--- config.mk ---
export PLATFORM = sky130hd
export DESIGN_NAME = pulse_seq_ctrl
export DESIGN_NICKNAME = d
export VERILOG_FILES = /design/src/rtl/pulse_seq_pkg.sv /design/src/rtl/rr_arbiter.sv /design/src/rtl/pulse_seq_ctrl.sv
export SDC_FILE = /design/constraint.sdc
export NUM_CORES = 1
export LEC_CHECK = 0
export ABC_AREA = 1
export BUFFER_PORTS_ARGS = -buffer_cell sky130_fd_sc_hd__buf_2
export CELL_PAD_IN_SITES_DETAIL_PLACEMENT = 0
export CELL_PAD_IN_SITES_GLOBAL_PLACEMENT = 1
export CORE_ASPECT_RATIO = 1.1
export CORE_MARGIN = 10
export CORE_UTILIZATION = 35
export DETAILED_ROUTE_END_ITERATION = 8
export GPL_ROUTABILITY_DRIVEN = 1
export PLACE_DENSITY = 0.77
export SLEW_MARGIN = 30
export SYNTH_ARGS = -nofsm -noshare
export SYNTH_HDL_FRONTEND = slang
export SYNTH_SLANG_ARGS = --single-unit
--- constraint.sdc ---
create_clock -name clk -period 2.1 [get_ports clk]
set_input_delay 0.42 -clock clk [delete_from_list [all_inputs] [get_ports clk]]
set_output_delay 0.42 -clock clk [all_outputs]
set_load 0.02 [all_outputs]
--- src/rtl/pulse_seq_pkg.sv ---
// pulse_seq_pkg
// Shared definitions for the pulse sequencer slice: the FSM state
// encoding and the default requester count / phase-length width.
// No ports; imported by pulse_seq_ctrl and rr_arbiter.
package pulse_seq_pkg;

  localparam int DEF_NREQ = 4;
  localparam int DEF_LW   = 4;

  typedef enum logic [1:0] {
    IDLE = 2'd0,
    PH1  = 2'd1,
    PH2  = 2'd2,
    DONE = 2'd3
  } state_t;

endpackage

--- src/rtl/rr_arbiter.sv ---
// rr_arbiter
// Purely combinational round-robin picker. The search begins one index
// above the previous winner and ascends with wrap-around.
// Ports:
//   req        - per-requester request vector
//   last_grant - index of the previous winner
//   grant      - one-hot selected requester, all zero when req is zero
module rr_arbiter
  import pulse_seq_pkg::*;
#(
  parameter int NREQ = DEF_NREQ,
  parameter int IW   = $clog2(NREQ)
) (
  input  logic [NREQ-1:0] req,
  input  logic [IW-1:0]   last_grant,
  output logic [NREQ-1:0] grant
);

  logic          found;
  logic [IW-1:0] iv;

  // Two ascending passes: indices above the previous winner take
  // precedence, then the scan wraps to the indices at or below it.
  always_comb begin
    grant = '0;
    found = 1'b0;
    iv    = '0;
    for (int i = 0; i < NREQ; i++) begin
      iv = IW'(i);
      if (!found && req[iv] && (iv > last_grant)) begin
        grant[iv] = 1'b1;
        found     = 1'b1;
      end
    end
    for (int i = 0; i < NREQ; i++) begin
      iv = IW'(i);
      if (!found && req[iv] && (iv <= last_grant)) begin
        grant[iv] = 1'b1;
        found     = 1'b1;
      end
    end
  end

endmodule

--- src/rtl/pulse_seq_ctrl.sv ---
// pulse_seq_ctrl
// Grants one requester at a time and plays a two-phase pulse sequence
// for it: q1 for max(len,1) cycles, then q2 for the same length, then
// a single-cycle done strobe. All outputs come straight from flops.
// Ports:
//   clk, rst - clock and asynchronous active-high reset
//   req      - per-requester level start request
//   len      - phase length, captured when the grant is made
//   abort    - ends the running sequence at the next edge
//   gnt      - one-hot owner of the running sequence
//   q1, q2   - first and second phase pulses
//   busy     - a sequence is in progress
//   done     - one-cycle completion strobe
module pulse_seq_ctrl
  import pulse_seq_pkg::*;
#(
  parameter int NREQ = DEF_NREQ,
  parameter int LW   = DEF_LW
) (
  input  logic            clk,
  input  logic            rst,
  input  logic [NREQ-1:0] req,
  input  logic [LW-1:0]   len,
  input  logic            abort,
  output logic [NREQ-1:0] gnt,
  output logic            q1,
  output logic            q2,
  output logic            busy,
  output logic            done
);

  localparam int IW = $clog2(NREQ);

  state_t            state, state_n;
  logic [LW-1:0]     cnt, cnt_n;
  logic [LW-1:0]     reload, reload_n;
  logic [IW-1:0]     last_grant, last_grant_n;
  logic [IW-1:0]     arb_idx;
  logic [IW-1:0]     iv;
  logic [NREQ-1:0]   arb_gnt;
  logic [NREQ-1:0]   gnt_n;
  logic              q1_n, q2_n, busy_n, done_n;
  logic [LW-1:0]     len_m1;

  // A zero length behaves like one, so the counter preload saturates at 0.
  assign len_m1 = (len == '0) ? '0 : len - 1'b1;

  rr_arbiter #(.NREQ(NREQ), .IW(IW)) u_arb (
    .req        (req),
    .last_grant (last_grant),
    .grant      (arb_gnt)
  );

  // Convert the arbiter's one-hot winner into an index for last_grant.
  always_comb begin
    arb_idx = '0;
    iv      = '0;
    for (int i = 0; i < NREQ; i++) begin
      iv = IW'(i);
      if (arb_gnt[iv]) arb_idx = iv;
    end
  end

  // State register together with the phase counter, the captured
  // reload length and the round-robin history.
  always_ff @(posedge clk or posedge rst) begin
    if (rst) begin
      state      <= IDLE;
      cnt        <= '0;
      reload     <= '0;
      last_grant <= IW'(NREQ - 1);
    end else begin
      state      <= state_n;
      cnt        <= cnt_n;
      reload     <= reload_n;
      last_grant <= last_grant_n;
    end
  end

  // Next-state logic. The length is captured once at grant so later
  // changes on len cannot stretch or shorten a running sequence. The
  // winner is recorded at grant time, so an abort keeps the rotation.
  always_comb begin
    state_n      = state;
    cnt_n        = cnt;
    reload_n     = reload;
    last_grant_n = last_grant;
    case (state)
      IDLE: begin
        if (!abort && (req != '0)) begin
          state_n      = PH1;
          cnt_n        = len_m1;
          reload_n     = len_m1;
          last_grant_n = arb_idx;
        end
      end
      PH1: begin
        if (abort) begin
          state_n = IDLE;
        end else if (cnt == '0) begin
          state_n = PH2;
          cnt_n   = reload;
        end else begin
          cnt_n = cnt - 1'b1;
        end
      end
      PH2: begin
        if (abort) begin
          state_n = IDLE;
        end else if (cnt == '0) begin
          state_n = DONE;
        end else begin
          cnt_n = cnt - 1'b1;
        end
      end
      DONE: begin
        state_n = IDLE;
      end
      default: begin
        state_n = IDLE;
      end
    endcase
  end

  // Output decode from the next state, so the flopped outputs line up
  // with the state they describe. gnt loads on the granting edge,
  // holds for the whole sequence and clears whenever IDLE is entered.
  always_comb begin
    q1_n   = (state_n == PH1);
    q2_n   = (state_n == PH2);
    busy_n = (state_n != IDLE);
    done_n = (state_n == DONE);
    if (state_n == IDLE) begin
      gnt_n = '0;
    end else if (state == IDLE) begin
      gnt_n = arb_gnt;
    end else begin
      gnt_n = gnt;
    end
  end

  // Output registers.
  always_ff @(posedge clk or posedge rst) begin
    if (rst) begin
      gnt  <= '0;
      q1   <= 1'b0;
      q2   <= 1'b0;
      busy <= 1'b0;
      done <= 1'b0;
    end else begin
      gnt  <= gnt_n;
      q1   <= q1_n;
      q2   <= q2_n;
      busy <= busy_n;
      done <= done_n;
    end
  end

endmodule
==> results.md, run 1 <==
- Outcome: finished, final reports clean
- IO Pins: 19
- First-pass GRT wire length: 4.91 mm
- DRT antenna net count: 0
- Post-Syn Area: 1250 um^2
- Yosys cell types: 24
- Syn. warnings: 0
- Final setup fails: 0
- Worst R2R Start: state[1]
- Gr usage total: 9.16%
- Worst slew margin: 50.3%
- Post-route setup TNS: 0 ns
- Mapped Nets: 186
- Pwr dens: 1320 nW/um^2
- Max Transition Viols Final: 0
- Skew-Pair Late Insertion Delay: 0.31 ns
- Hold crit path type: primary input to asynchronous set/reset pin
- Rows: 22
- # diodes: 0
- Top FF cell, synth: dfrtp_1
- Routed vias: 1124
- Post-Syn Area per Cell: 7.36 um^2
- Post-layout nets: 208
- Critical-path top delay cell: dfrtp_1
- RSZ-0062 raised after global routing: false
- First drt pass iteration count: 4
- Most numerous cell in the Yosys netlist: nand2_1
- WP data required: 2.31 ns
- Leak: 0.000799 uW
- Fmax: 0.599 GHz
- Vias in the first global route: 1207
- Layout cells sized above 1: 20.9%
- Cell count after synthesis: 170
- Critical Path AT: 1.88 ns
- Worst VDD drop: 0.387 mV
- Post-synth ARST share: 100%
- Root buffer cell: clkbuf_4
- Multi-input logic area: 631 um^2
- Fin crit share: 79.6%
- Clock transition at path regs: 0.11 ns
- Flop2flop setup slack: 0.43 ns
- I/O Buffers: 18
- Number of synthesized register bits: 20
- Max stage delay on crit path: 0.41 ns
- R2R cell count: 11
- Core box area: 3390 um^2
- DP HPWL: 2.17 mm
- Top delay family on crit path: simple AND/OR/NAND/NOR gates
- Routed wire length: 2.71 mm
- Initial DRC count: 64
- Largest net degree at the start of global routing: 21
- Worst r2r dst: gnt[0]
- EDFF count, synth: 0
- Critical path launch point type: register
- Sink Count: 20
- Area Growth Syn to Fin: 14.2%
- Sequential cell area: 503 um^2
- Filler Cell Count: 353
- Initial antenna violation count: 0
- MaxCap Viol Count: 0
- Synth top cells by count: 39 x nand2_1, 24 x inv_1, 24 x nand3_1
- Seq/Total Area, Yosys: 40.2%
- CTS tree: built
- CTS Hold Buffers Added: 0
- DIE HEIGHT: 82.7 um
- Buf+Inv Stages, Crit Path: 3
- Largest cells by area after synthesis: dfrtp_1 36%, nand2_1 12%, nand3_1 9.6%
- Post-CTS sizing: 0
- Kind of critical path: register to register
- Post CTS Setup Buffer Count: 0
- Final Hold Viols: 0
- Chip width: 77.0 um
- DRC Markers: 0
- Die ar.: 6370 um^2
- Synth area leader: dfrtp_1
- Final Critical Period: 1.67 ns
- Vias per cell: 4.70
- Critical path capture point type: register
- Initial core utilization: 37.0%
- Hold Slack: 0.220 ns
- Critical Path Fanout Max: 9
- Least-Margin Pin Slew: 0.744 ns
- Crit path cell chain: inv_1 -> ha_1 -> inv_2 -> nand3_1 -> nand2_1 -> inv_1 -> nand2_2 -> nand2_4 -> nand2_4 -> nand3_1 -> nand2_1
- Grt ovf: 0
- Area share of the largest cell type after synthesis: 36.0%
- H-tree Lvls: 1
- Layout Skew: 0.00163 ns
- Final RePlAce weighted congestion: 0.915
- Average wire per standard cell: 11.3 um
- Clock buffer count from CTS: 3
- Clock Path Buffers: 2
-- worst reg2reg max path: cells and delay by family (launching register included) --
kind	cells	cell delay (ns)
buffers and inverters	3	0.30
adders and majority gates	1	0.33
DFF	1	0.41
and+or+nand+nor	7	0.54
-- flip-flops by register name, summed over array words and instances, names as in the netlist --
signal	flops
gnt	4
q2	1
busy	1
last_grant	2
q1	1
done	1
cnt	4
reload	4
state	2
-- worst max path at each step --
stage                   from     end  slack (ns)  cells past startpoint
finish              state[1]  gnt[0]        0.43                     11
global route        state[1]  gnt[0]        0.18                     11
CTS                 state[1]  gnt[0]        0.41                     11
detailed placement  state[1]  gnt[0]        0.43                     11
global placement    state[1]  gnt[2]        0.43                     11
floorplan             cnt[0]  cnt[2]        0.68                      9
-- layout make-up --
type	count	area share [%]
Inverter	27	7.09
Timing Repair Buffer	19	6.83
Multi-Input combinational cell	121	44.1
Tap cell	48	4.20
Clock buffer	4	2.54
Sequential cell	20	35.2
-- logic make-up after synthesis --
kind of cell | Yosys count | synth area share [%]
adders and majority gates | 5 | 5.00
buffers and inverters | 29 | 9.40
and+or+nand+nor | 92 | 33.8
xor gates and xnor gates | 2 | 1.40
AOI/OAI and AO/OA | 22 | 10.2
DFF | 20 | 40.2
-- routing by layer --
| metal | track usage, % | part of all wire, % |
|---|---|---|
| met1 | 9.63 | 44 |
| met2 | 17.1 | 52 |
| met3 | 1.84 | 2.7 |
| met4 | 5.11 | 1.3 |
| met5 | 0 | 0 |
-- placed cells by master, fill, tap and decap left out --
cell | synthesis | final
clkbuf_4 | 0 | 3
buf_2 | 1 | 18
nor2_1 | 16 | 16
nand3b_1 | 1 | 1
dfstp_2 | 2 | 2
inv_1 | 24 | 24
o21bai_2 | 1 | 1
nand4_1 | 2 | 2
o31ai_1 | 1 | 1
dfrtp_1 | 18 | 18
clkbuf_8 | 0 | 1
inv_2 | 3 | 3
nor2_2 | 2 | 2
o21ai_2 | 1 | 1
xnor2_1 | 2 | 2
nand2_2 | 4 | 4
ha_1 | 5 | 5
buf_4 | 0 | 1
o21ai_0 | 12 | 12
o211ai_1 | 2 | 2
nand3_2 | 1 | 1
a21oi_1 | 5 | 5
or2_2 | 1 | 1
nand3_1 | 24 | 24
nand2_1 | 39 | 39
nand2_4 | 2 | 2
-- where the power goes --
part | switching, uW | internal (uW) | leakage (uW)
Clock | 119 | 106 | 0.0000210
Combinational | 663 | 367 | 0.000525
Sequential | 90.3 | 548 | 0.000253
Total | 872 | 1020 | 0.000799
-- through the flow --
stage	total power [uW]	utilization (%)	instances	instance area, um^2	setup WS, ns
final	1890	42.2	239	1430	0.429
after global routing	2100	42.2	239	1430	0.184
after CTS	1920	42.2	239	1430	0.410
after detailed placement	1680	41.1	235	1390	0.433
after global placement	1680	41.1	235	1390	0.429
after floorplan	1460	-	170	1250	0.678
Power figures use the tool's default switching activity.
==> run 2, diff against run 1 <==
PLACE_DENSITY = 0.8   (was 0.77)
clock period = 1.34 ns   (was 2.1 ns; I/O delays follow)
==> results.md, run 2 (synthesis results as in run 1) <==
- Critical path launch point type: register
- DIE HEIGHT: 82.7 um
- First drt pass iteration count: 4
- Post-layout nets: 236
- Kind of critical path: register to register
- DP HPWL: 2.45 mm
- Least-Margin Pin Slew: 0.347 ns
- Final Critical Period: 1.50 ns
- Leak: 0.000945 uW
- MaxCap Viol Count: 0
- Final Hold Viols: 0
- Worst VDD drop: 0.947 mV
- Largest regs: cnt x4, gnt x4, reload x4
- Initial core utilization: 37.0%
- First-pass GRT wire length: 5.26 mm
- IO Pins: 19
- Hold Slack: 0.317 ns
- Vias per cell: 4.77
- Hold path depth: 3
- Layout cells sized above 1: 43.8%
- Vias in the first global route: 1239
- Crit path cell chain: inv_2 -> ha_4 -> inv_4 -> nand3_2 -> nand2_2 -> inv_2 -> nand2_2 -> nand2_4 -> nand2_4 -> nand3_2 -> nand2_1
- Area Growth Syn to Fin: 44.6%
- Gr usage total: 10.2%
- Max stage delay on crit path: 0.45 ns
- Max layer used: met4
- Metal3 WL: 93 um
- Hold crit path type: primary input to register
- Core box area: 3390 um^2
- I/O Buffers: 18
- RSZ-0062 raised after global routing: true
- Hold Startpoint: len[3]
- Failing checks: setup timing
- Most common cell after layout, fill and taps aside: nand2_1
- Grt ovf: 0
- Routed vias: 1273
- Skew-Pair Late Insertion Delay: 0.30 ns
- CTS tree: built
- DR WL met2: 1.84 mm
- WHS Endpoint: reload[0]
- WP data required: 1.55 ns
- Root buffer cell: clkbuf_4
- Die ar.: 6370 um^2
- Fmax: 0.666 GHz
- Rows: 22
- Outcome: finished, violations left
- Sink Count: 20
- Worst slew margin: 76.7%
- Routed wire length: 3.34 mm
- Final RePlAce weighted congestion: 0.850
- R2R cell count: 11
- Chip width: 77.0 um
- H-tree Lvls: 1
- Max Transition Viols Final: 0
- Average wire per standard cell: 12.5 um
- Clock Path Buffers: 2
- Fin crit share: 112%
- Buf+Inv Stages, Crit Path: 3
- Met1 WL: 1.38 mm
- Clock buffer count from CTS: 3
- Critical-path top delay cell: dfrtp_1
- Layout Skew: 0.00278 ns
- Final setup fails: 15
- Flop2flop setup slack: -0.16 ns
- Clock transition at path regs: 0.12 ns
- Filler Cell Count: 315
- Initial antenna violation count: 0
- # diodes: 0
- DRC Markers: 0
- Final core occ: 53.4%
- Critical path capture point type: register
- Initial DRC count: 36
- Worst Setup Slack, final: -0.160 ns
- Largest net degree at the start of global routing: 21
- Critical path depth: 11
- Critical Path Fanout Max: 5
- Worst r2r dst: gnt[3]
- Critical Path AT: 1.71 ns
- Top delay family on crit path: simple AND/OR/NAND/NOR gates
- Pwr dens: 2150 nW/um^2
- Commonest non-fill, non-tap cells in the layout: 32 x nand2_1, 24 x buf_4, 19 x inv_1, 18 x dfrtp_1, 18 x buf_2
- DRT antenna net count: 0
- Worst R2R Start: state[1]
- Post-route setup TNS: -1.68 ns
[run 2: repair_timing]
item | 4_1_cts | 5_1_grt
pin swaps | 5 | 14
endpoints found under the setup margin | 16 | 20
endpoints found under the hold margin | 18 | 0
gates resized for setup | 7 | 31
setup buffers | 5 | 6
cloned | 1 | 0
hold buffers | 1 | 0
[run 2: stage by stage]
step	cells	setup WS [ns]	area, um^2	power (uW)
floorplan	170	-0.0245	1290	2380
global placement	251	-0.0688	1550	2930
detailed placement	251	-0.151	1550	2980
CTS	262	-0.134	1680	3570
global route	267	-0.273	1810	4220
finish	267	-0.160	1810	3890
[run 2: layout make-up]
class	instances	area [um^2]	area share, %
Clock buffer	4	36.3	2.01
Sequential cell	20	503	27.8
Multi-Input combinational cell	122	792	43.8
Tap cell	48	60.1	3.32
Timing Repair Buffer	46	314	17.4
Inverter	27	104	5.74
[run 2: worst max-delay path by stage]
stage	from	to
floorplan	state[0]	gnt[3]
global placement	state[0]	cnt[2]
detailed placement	state[0]	gnt[3]
CTS	state[1]	gnt[1]
global route	state[1]	cnt[0]
finish	state[1]	gnt[3]
[run 2: where the power goes]
part | switching, uW | internal, uW
sequential | 149 | 859
clock | 200 | 166
combinational | 1400 | 1110
total | 1750 | 2140
[run 2: worst register-to-register path, delay by kind of cell, from the launching register on]
kind          cells  cell delay [ns]
fa+ha+maj         1             0.19
buf+inv           3             0.23
flops             1             0.45
simple gates      7             0.52
[run 2: per-layer routing]
layer / up-vias / track usage [%]
met4: 0 / 4.01
met5: - / 0
met3: 2 / 2.38
met1: 608 / 10.8
li1: 642 / -
met2: 21 / 19.3
